## src/rtl/sonar_adc_capture_ctrl.sv

```systemverilog
// sonar_adc_capture_ctrl
//   Runs one 14-bit serial SONAR ADC conversion per accepted start: drops
//   chip select, toggles the serial clock, shifts adc_sdo in MSB-first on each
//   sclk rising edge, then presents the sample over a valid/ready handshake.
//
// Ports:
//   clk, reset      system clock, synchronous active-high reset
//   start           conversion request (sampled when idle)
//   test_mode       use pattern counter instead of ADC data (optional build)
//   busy            conversion or quiet period in progress
//   adc_cs_n        ADC chip select, active low
//   adc_sclk        ADC serial clock
//   adc_sdo         ADC serial data, MSB first
//   sample_data     captured sample, stable while sample_valid is high
//   sample_valid    sample available
//   sample_ready    consumer accepts sample
//   overrun         sticky: an unaccepted sample was overwritten
//
// Build option: define SONAR_ADC_TEST_PATTERN_EN to enable the test-pattern
// counter selected by test_mode; otherwise test_mode is ignored.
module sonar_adc_capture_ctrl #(
    parameter int unsigned DATA_W       = 14,
    parameter int unsigned SCLK_DIV     = 4,
    parameter int unsigned QUIET_CYCLES = 2
) (
    input  logic              clk,
    input  logic              reset,
    input  logic              start,
    input  logic              test_mode,
    output logic              busy,
    output logic              adc_cs_n,
    output logic              adc_sclk,
    input  logic              adc_sdo,
    output logic [DATA_W-1:0] sample_data,
    output logic              sample_valid,
    input  logic              sample_ready,
    output logic              overrun
);

    localparam int unsigned DIV_W = $clog2(SCLK_DIV + 1);
    localparam int unsigned BIT_W = $clog2(DATA_W + 1);
    localparam int unsigned QW    = $clog2(QUIET_CYCLES + 2);

    if (DATA_W != 14) begin : g_bad_width
        $error("sonar_adc_capture_ctrl: DATA_W must be 14");
    end
    if (SCLK_DIV < 1) begin : g_bad_div
        $error("sonar_adc_capture_ctrl: SCLK_DIV must be >= 1");
    end

    typedef enum logic [2:0] {
        IDLE     = 3'd0,
        CS_SETUP = 3'd1,
        SHIFT    = 3'd2,
        DONE     = 3'd3,
        QUIET    = 3'd4
    } state_t;

    state_t              state, state_d;
    logic [DIV_W-1:0]    div_cnt, div_cnt_d;
    logic [BIT_W-1:0]    bit_cnt, bit_cnt_d;
    logic [QW-1:0]       quiet_cnt, quiet_cnt_d;
    logic [DATA_W-1:0]   shreg, shreg_d;
    logic [DATA_W-1:0]   sample_data_d;
    logic                busy_d, cs_n_d, sclk_d, valid_d, overrun_d;
    logic                go_setup, quiet_done, load;
    logic [DATA_W-1:0]   sample_in;

`ifdef SONAR_ADC_TEST_PATTERN_EN
    logic [DATA_W-1:0]   pat_cnt, pat_cnt_d;
`else
    logic                unused_test_mode;
    assign unused_test_mode = test_mode;
`endif

    // State and datapath registers
    always_ff @(posedge clk) begin
        if (reset) begin
            state        <= IDLE;
            div_cnt      <= '0;
            bit_cnt      <= '0;
            quiet_cnt    <= '0;
            shreg        <= '0;
            busy         <= 1'b0;
            adc_cs_n     <= 1'b1;
            adc_sclk     <= 1'b0;
            sample_data  <= '0;
            sample_valid <= 1'b0;
            overrun      <= 1'b0;
`ifdef SONAR_ADC_TEST_PATTERN_EN
            pat_cnt      <= '0;
`endif
        end else begin
            state        <= state_d;
            div_cnt      <= div_cnt_d;
            bit_cnt      <= bit_cnt_d;
            quiet_cnt    <= quiet_cnt_d;
            shreg        <= shreg_d;
            busy         <= busy_d;
            adc_cs_n     <= cs_n_d;
            adc_sclk     <= sclk_d;
            sample_data  <= sample_data_d;
            sample_valid <= valid_d;
            overrun      <= overrun_d;
`ifdef SONAR_ADC_TEST_PATTERN_EN
            pat_cnt      <= pat_cnt_d;
`endif
        end
    end

    // Next-state, sequencing and handshake logic
    always_comb begin
        state_d       = state;
        div_cnt_d     = div_cnt;
        bit_cnt_d     = bit_cnt;
        quiet_cnt_d   = quiet_cnt;
        shreg_d       = shreg;
        busy_d        = busy;
        cs_n_d        = adc_cs_n;
        sclk_d        = adc_sclk;
        sample_data_d = sample_data;
        valid_d       = sample_valid;
        overrun_d     = overrun;
        go_setup      = 1'b0;
        quiet_done    = 1'b0;
        load          = 1'b0;
        sample_in     = shreg;
`ifdef SONAR_ADC_TEST_PATTERN_EN
        pat_cnt_d     = pat_cnt;
`endif

        case (state)
            IDLE: begin
                if (start) go_setup = 1'b1;
            end
            CS_SETUP: begin
                if (div_cnt == DIV_W'(SCLK_DIV - 1)) begin
                    div_cnt_d = '0;
                    state_d   = SHIFT;
                end else begin
                    div_cnt_d = div_cnt + DIV_W'(1);
                end
            end
            SHIFT: begin
                if (div_cnt == DIV_W'(SCLK_DIV - 1)) begin
                    div_cnt_d = '0;
                    if (!adc_sclk) begin
                        // Rising sclk edge: capture the bit the ADC is presenting
                        sclk_d    = 1'b1;
                        shreg_d   = {shreg[DATA_W-2:0], adc_sdo};
                        bit_cnt_d = bit_cnt + BIT_W'(1);
                    end else if (bit_cnt == BIT_W'(DATA_W)) begin
                        sclk_d      = 1'b0;
                        cs_n_d      = 1'b1;
                        quiet_cnt_d = '0;
                        state_d     = DONE;
                        load        = 1'b1;
                    end else begin
                        sclk_d = 1'b0;
                    end
                end else begin
                    div_cnt_d = div_cnt + DIV_W'(1);
                end
            end
            DONE: begin
                if (QUIET_CYCLES == 0) quiet_done = 1'b1;
                else                   state_d    = QUIET;
            end
            QUIET: begin
                if (quiet_cnt == QW'(QUIET_CYCLES - 1)) quiet_done  = 1'b1;
                else                                    quiet_cnt_d = quiet_cnt + QW'(1);
            end
            default: state_d = IDLE;
        endcase

        // The last quiet cycle samples start like IDLE does, so a held start
        // restarts exactly QUIET_CYCLES+1 cycles after DONE.
        if (quiet_done) begin
            if (start) begin
                go_setup = 1'b1;
            end else begin
                state_d = IDLE;
                busy_d  = 1'b0;
            end
        end

        if (go_setup) begin
            state_d   = CS_SETUP;
            busy_d    = 1'b1;
            cs_n_d    = 1'b0;
            sclk_d    = 1'b0;
            shreg_d   = '0;
            bit_cnt_d = '0;
            div_cnt_d = '0;
        end

`ifdef SONAR_ADC_TEST_PATTERN_EN
        if (load) begin
            if (test_mode) begin
                sample_in = pat_cnt;
                shreg_d   = pat_cnt;
            end
            pat_cnt_d = pat_cnt + DATA_W'(1);
        end
`endif

        // A new sample wins over consumption; overwrite of unaccepted data is sticky
        if (load) begin
            sample_data_d = sample_in;
            valid_d       = 1'b1;
            if (sample_valid && !sample_ready) overrun_d = 1'b1;
        end else if (sample_valid && sample_ready) begin
            valid_d = 1'b0;
        end
    end

endmodule

```

## config.mk

```make
export PLATFORM = sky130hd
export DESIGN_NAME = sonar_adc_capture_ctrl
export DESIGN_NICKNAME = d
export VERILOG_FILES = /design/src/rtl/sonar_adc_capture_ctrl.sv
export SDC_FILE = /design/constraint.sdc
export NUM_CORES = 1
export LEC_CHECK = 0
export CAP_MARGIN = 40
export CORE_ASPECT_RATIO = 2
export CORE_MARGIN = 3
export CORE_UTILIZATION = 53
export CTS_BUF_LIST = sky130_fd_sc_hd__clkbuf_16
export DETAILED_ROUTE_END_ITERATION = 16
export GPL_ROUTABILITY_DRIVEN = 0
export PLACE_DENSITY_LB_ADDON = 0.05
export SLEW_MARGIN = 25
export SYNTH_ARGS = -nofsm -noshare
export SYNTH_HDL_FRONTEND = slang
export SYNTH_SLANG_ARGS = --single-unit
```

## constraint.sdc

```tcl
create_clock -name clk -period 2 [get_ports clk]
set_input_delay 0.4 -clock clk [delete_from_list [all_inputs] [get_ports clk]]
set_output_delay 0.4 -clock clk [all_outputs]
set_load 0.005 [all_outputs]
```

Word-level counts from Yosys, hierarchy flattened
Cells that the tools add are included.

Add/subtract/negate cells: 3. Multiply operators: 0. Divide/modulo/power cells: 0. $lt $le $gt $ge: 0. Eq/ne operators: 12. Shift operators: 0. Muxes and demuxes: 35. Bitwise logic cells: 1. Reductions and logical operators: 20.

Operators with widths (count): 2-to-1 mux 1 bit (22); 2-to-1 mux 3 bit (7); nonzero test 2 bit (7); one-hot mux 3 bit (4 select lines) (1); equality test 3 x 2 -> 1 bit (second input constant) (3); 2-to-1 mux 2 bit (4); inequality test 2 bit (second input constant) (4); AND reduction 2 bit (3); OR reduction 2 bit (3); AND reduction 5 bit (1); adder 4 x 1 -> 4 bit (second input constant) (1); equality test 4 bit (second input constant) (1); one-hot mux 2 bit (2 select lines) (1); AND reduction 4 bit (1); adder 3 x 1 -> 3 bit (second input constant) (1); equality test 3 x 1 -> 1 bit (second input constant) (1); equality test 3 bit (second input constant) (1); logical NOT 3 bit (1); AND reduction 3 bit (1); adder 2 x 1 -> 2 bit (second input constant) (1); equality test 2 x 1 -> 1 bit (second input constant) (1); logical AND 1 bit (2); inequality test 2 x 1 -> 1 bit (second input constant) (1); logical NOT 1 bit (1); NOT 1 bit (1).

Flip-flop bits (word level): 45. Bits in latches: 0. Memory bits (writable): 0. ROM bits: 0. Input port bits: 6. Output and inout port bits: 19. Word-level logic and storage cells: 83. Memories kept: 0.

Logic depth before layout (Yosys ltp)
Depth after elaboration: 8. Mapped depth: 8. Mapped depth without buffers: 6.

Least setup slack after synthesis
No wires, ideal clock.

Kind: flip-flop to flip-flop. Start point: register div_cnt[0]. End point: register sample_data[10]. Library setup time: 0.132 ns. Arrival: 1.628 ns. Data required time: 1.868 ns. Setup slack: 0.240 ns. Cell stages (with the launch flop): 8. Buffers on the path: 2. Clock period less this slack: 1.760 ns. Cells stage by stage: dfxtp_1 ha_1 nand4bb_4 or4b_4 buf_6 buf_6 nand2_1 a21oi_1.

Longest elaborated chain between the ends: 3.

RTL lines: from (decl) (line 60) `logic [DIV_W-1:0] div_cnt, div_cnt_d;`; from (signal assigned) (line 95) `div_cnt <= div_cnt_d;`; equality test 3 x 2 -> 1 bit (line 145) `if (div_cnt == DIV_W'(SCLK_DIV - 1)) begin`; 2-to-1 mux 1 bit (line 145); 2-to-1 mux 1 bit (line 132) `case (state)`; to (signal assigned) (line 102) `sample_data <= sample_data_d;`; to (decl) (line 34) `output logic [DATA_W-1:0] sample_data,`.

Every way passes these cells. A chain may end at the register's enable or synchronous reset.

Worst setup path in the final report
Start point: register div_cnt[0]. End point: register overrun.

Longest elaborated chain between the ends: 4.

RTL lines: equality test 3 x 2 -> 1 bit (line 145); 2-to-1 mux 1 bit (line 145); 2-to-1 mux 1 bit (line 132); AND reduction 2 bit (no source line); to (signal assigned) (line 104) `overrun <= overrun_d;`; to (decl) (line 37) `output logic overrun`.

Every way passes these cells.

==> metrics.md <==
| Metric | Value |
|---|---|
| Full die area | `about 0.0043 mm^2` |
| Worst Max-Slew Pin Slew | `0.495 ns` |
| Commonest non-fill, non-tap cell in the layout | `nand2_1` |
| FP Rows | `29` |
| Cell internal pwr | `~1500 uW` |
| Synth area leaders | `dfxtp_1 (49%), nand2_1 (12%), a21oi_1 (8.4%), nor2_1 (3.1%), ha_1 (2.7%)` |
| Pwr dens | `837 mW/mm^2` |
| Post-synth top area share | `between 40% and 50%` |
| Gr ovfl total | `0` |
| DPL Wire Length | `roughly 2500 um` |
| Slew HR | `around two thirds` |
| CTS H-tree depth | `2` |
| WL per Instance | `13.2 um` |
| CP Data Arrival Time | `between 2 and 2.5 ns` |
| Synthesis Warnings | `0` |
| # fillers | `approximately 260` |
| Cts hold-fix bufs | `0` |
| Post-synth cell types | `35` |
| Largest net degree at the start of global routing | `23` |
| Vias in the first global route | `1411` |
| Layout cells sized above 1 | `between 10% and 20%` |
| Via density | `approximately 5.5` |
| Endpoint class of the critical path | `flip-flop` |
| Initial Util | `approximately 56%` |
| Reg2reg start | `div_cnt[0]` |
| Clock period minus worst slack | `roughly 1.8 ns` |
| Sw frac | `approximately 20%` |
| Net switching power | `about 370 uW` |
| First-pass GRT wire length | `between 5000 and 6000 um` |
| Syn Nets | `~220` |
| IO Count | `25` |
| CTS buffer count | `5` |
| I/O Buffers | `23` |
| Routed Antenna Nets | `0` |
| Post-Synthesis Cell Area | `approximately 0.0018 mm^2` |
| Reg power frac | `around 48%` |
| Post-CTS Resized | `0` |
| Worst Path Max Fanout | `17` |
| Clock share of power | `48.1%` |
| Layout area overhead | `22.8%` |
| DRT Wirelength | `roughly 3500 um` |
| Die width | `around 48 um` |
| Via count | `1482` |
| Leakage power | `0.000767 uW` |
| Critical setup path kind | `reg2reg` |
| Max Freq | `around 540 MHz` |
| Async S/R FF share, synth | `0%` |
| Drt pass-1 iters | `4` |
| Mean Syn Cell Area | `about 8.7 um^2` |
| TNS Setup | `0 ns` |
| Slack of the critical path | `0.157 ns` |
| Synthesized flop and latch total | `45` |
| Post-synth top area cell | `dfxtp_1` |
| # diodes | `0` |
| Final-stage net count | `~250` |
| Most frequent cells in the layout | `nand2_1 (57), dfxtp_1 (45), a21oi_1 (31), clkdlybuf4s50_1 (23), nor2_1 (15)` |
| RSZ-0062 raised after global routing | `no` |
| Iteration-0 DRC Markers | `30` |
| Register area share after synthesis | `around 49%` |
| GRT Total Usage | `between 10% and 20%` |
| CTS max path bufs | `2` |
| Clock Latency Late Sink | `between 0.2 and 0.3 ns` |
| Fin. max-slew vios | `0` |
| Worst EP required | `2.22 ns` |
| Hold WC Path Type | `reg2reg` |
| Crit path launch | `div_cnt[0]` |
| Max_cap viols | `0` |
| Final setup fails | `0` |
| Cells after Synth | `around 210` |
| Post-place setup slack | `approximately 0.16 ns` |
| Setup crit start kind | `flip-flop` |
| Clock Skews | `0.00648 ns` |
| Die Height | `roughly 89 um` |
| Worst-path clk slew | `roughly 0.060 ns` |
| Initial antenna violation count | `0` |
| Post-synth EDFFs | `0` |
| # DRC | `0` |
| Hold Fails Final Rpt | `0` |
| Status | `finished clean` |
| Core area | `around 0.0033 mm^2` |
| Root Driver | `clkbuf_16` |
| Combinational power share | `3.7%` |
| VDD IR max | `~0.75 mV` |
| Main synth FF type | `dfxtp_1` |
| Sink Count | `45` |
| Hold path startpoint | `sample_data[0]` |
| TritonCTS clock tree | `yes` |
| Setup Buffers After CTS | `0` |
| Final period utilization | `approximately 92%` |
| Overall Power | `1890 uW` |
## cell families after synthesis
family                   share of synthesized area [%]
multiplexers                                      2.31
adder cells (fa/ha/maj)                           2.72
AO/OA/AOI/OAI                                     13.7
AND/OR/NAND/NOR                                   27.0
XOR/XNOR                                          1.43
buffers and inverters                             3.94
flip-flops                                        48.9
## sequential cells by signal, indices dropped and copies added (netlist names)
| signal | count |
|---|---|
| busy | 1 |
| overrun | 1 |
| quiet_cnt | 2 |
| sample_data | 14 |
| sample_in | 14 |
| adc_cs_n | 1 |
| div_cnt | 3 |
| adc_sclk | 1 |
| sample_valid | 1 |
| state | 3 |
| bit_cnt | 4 |
## power groups by stage
stage               Clock (uW)  Combinational [uW]  Sequential [uW]
floorplan                    0                47.6              927
global placement             0                68.4              932
detailed placement           0                70.6              932
CTS                        932                70.5              912
global route               968                77.5              912
finish                     911                69.7              913
## final timing paths
check / endpoint / slack [ns] / cells past startpoint
min reg2reg: sample_data[0] / 0.45 / 2
min: sample_data[0] / 0.45 / 2
max reg2reg: overrun / 0.16 / 5
max: overrun / 0.16 / 5
## per-layer routing
metal / share of wire (%) / global-route usage [%] / vias up
met5: 0 / 0 / -
met4: 2.2 / 8.58 / 0
met3: 2.4 / 4.44 / 9
met2: 57 / 35.0 / 23
met1: 39 / 17.8 / 701
li1: - / - / 749
## synthesized netlist by cell type (2+ instances only)
cell type,n
a211oi_1,3
a21oi_1,31
buf_1,2
buf_2,4
buf_6,2
clkbuf_1,3
dfxtp_1,45
ha_1,4
inv_1,3
mux2_2,2
mux2i_1,2
nand2_1,57
nand2b_1,4
nand3_1,4
nand3b_1,2
nor2_1,15
nor2b_1,4
nor3b_1,2
o21ai_0,5
xor2_1,2
## worst max-delay path, stage by stage, from the launching register on
cell       delay [ns]
dfxtp_1          0.35
ha_1             0.26
nand4bb_4        0.18
or4b_4           0.69
o21ba_1          0.23
nor2_1           0.07
## area by class of cell
type / instances / area [um^2] / area share (%)
flip-flops and latches: 45 / 901 / 39.8
multi-input cells: 152 / 868 / 38.4
repair buffers: 29 / 275 / 12.2
clock buffers: 5 / 125 / 5.53
clock inverters: 3 / 41.3 / 1.83
well taps: 31 / 38.8 / 1.72
inverters: 3 / 11.3 / 0.498
## stage by stage
stage               hold WS, ns  cell area (um^2)  utilization [%]  instances
floorplan                 0.432              1840                -        211
global placement          0.441              2090             64.1        260
detailed placement        0.446              2090             64.1        260
CTS                       0.454              2260             69.2        268
global route              0.473              2260             69.2        268
finish                    0.451              2260             69.2        268
Note: power is estimated with default switching activity, not from simulation.
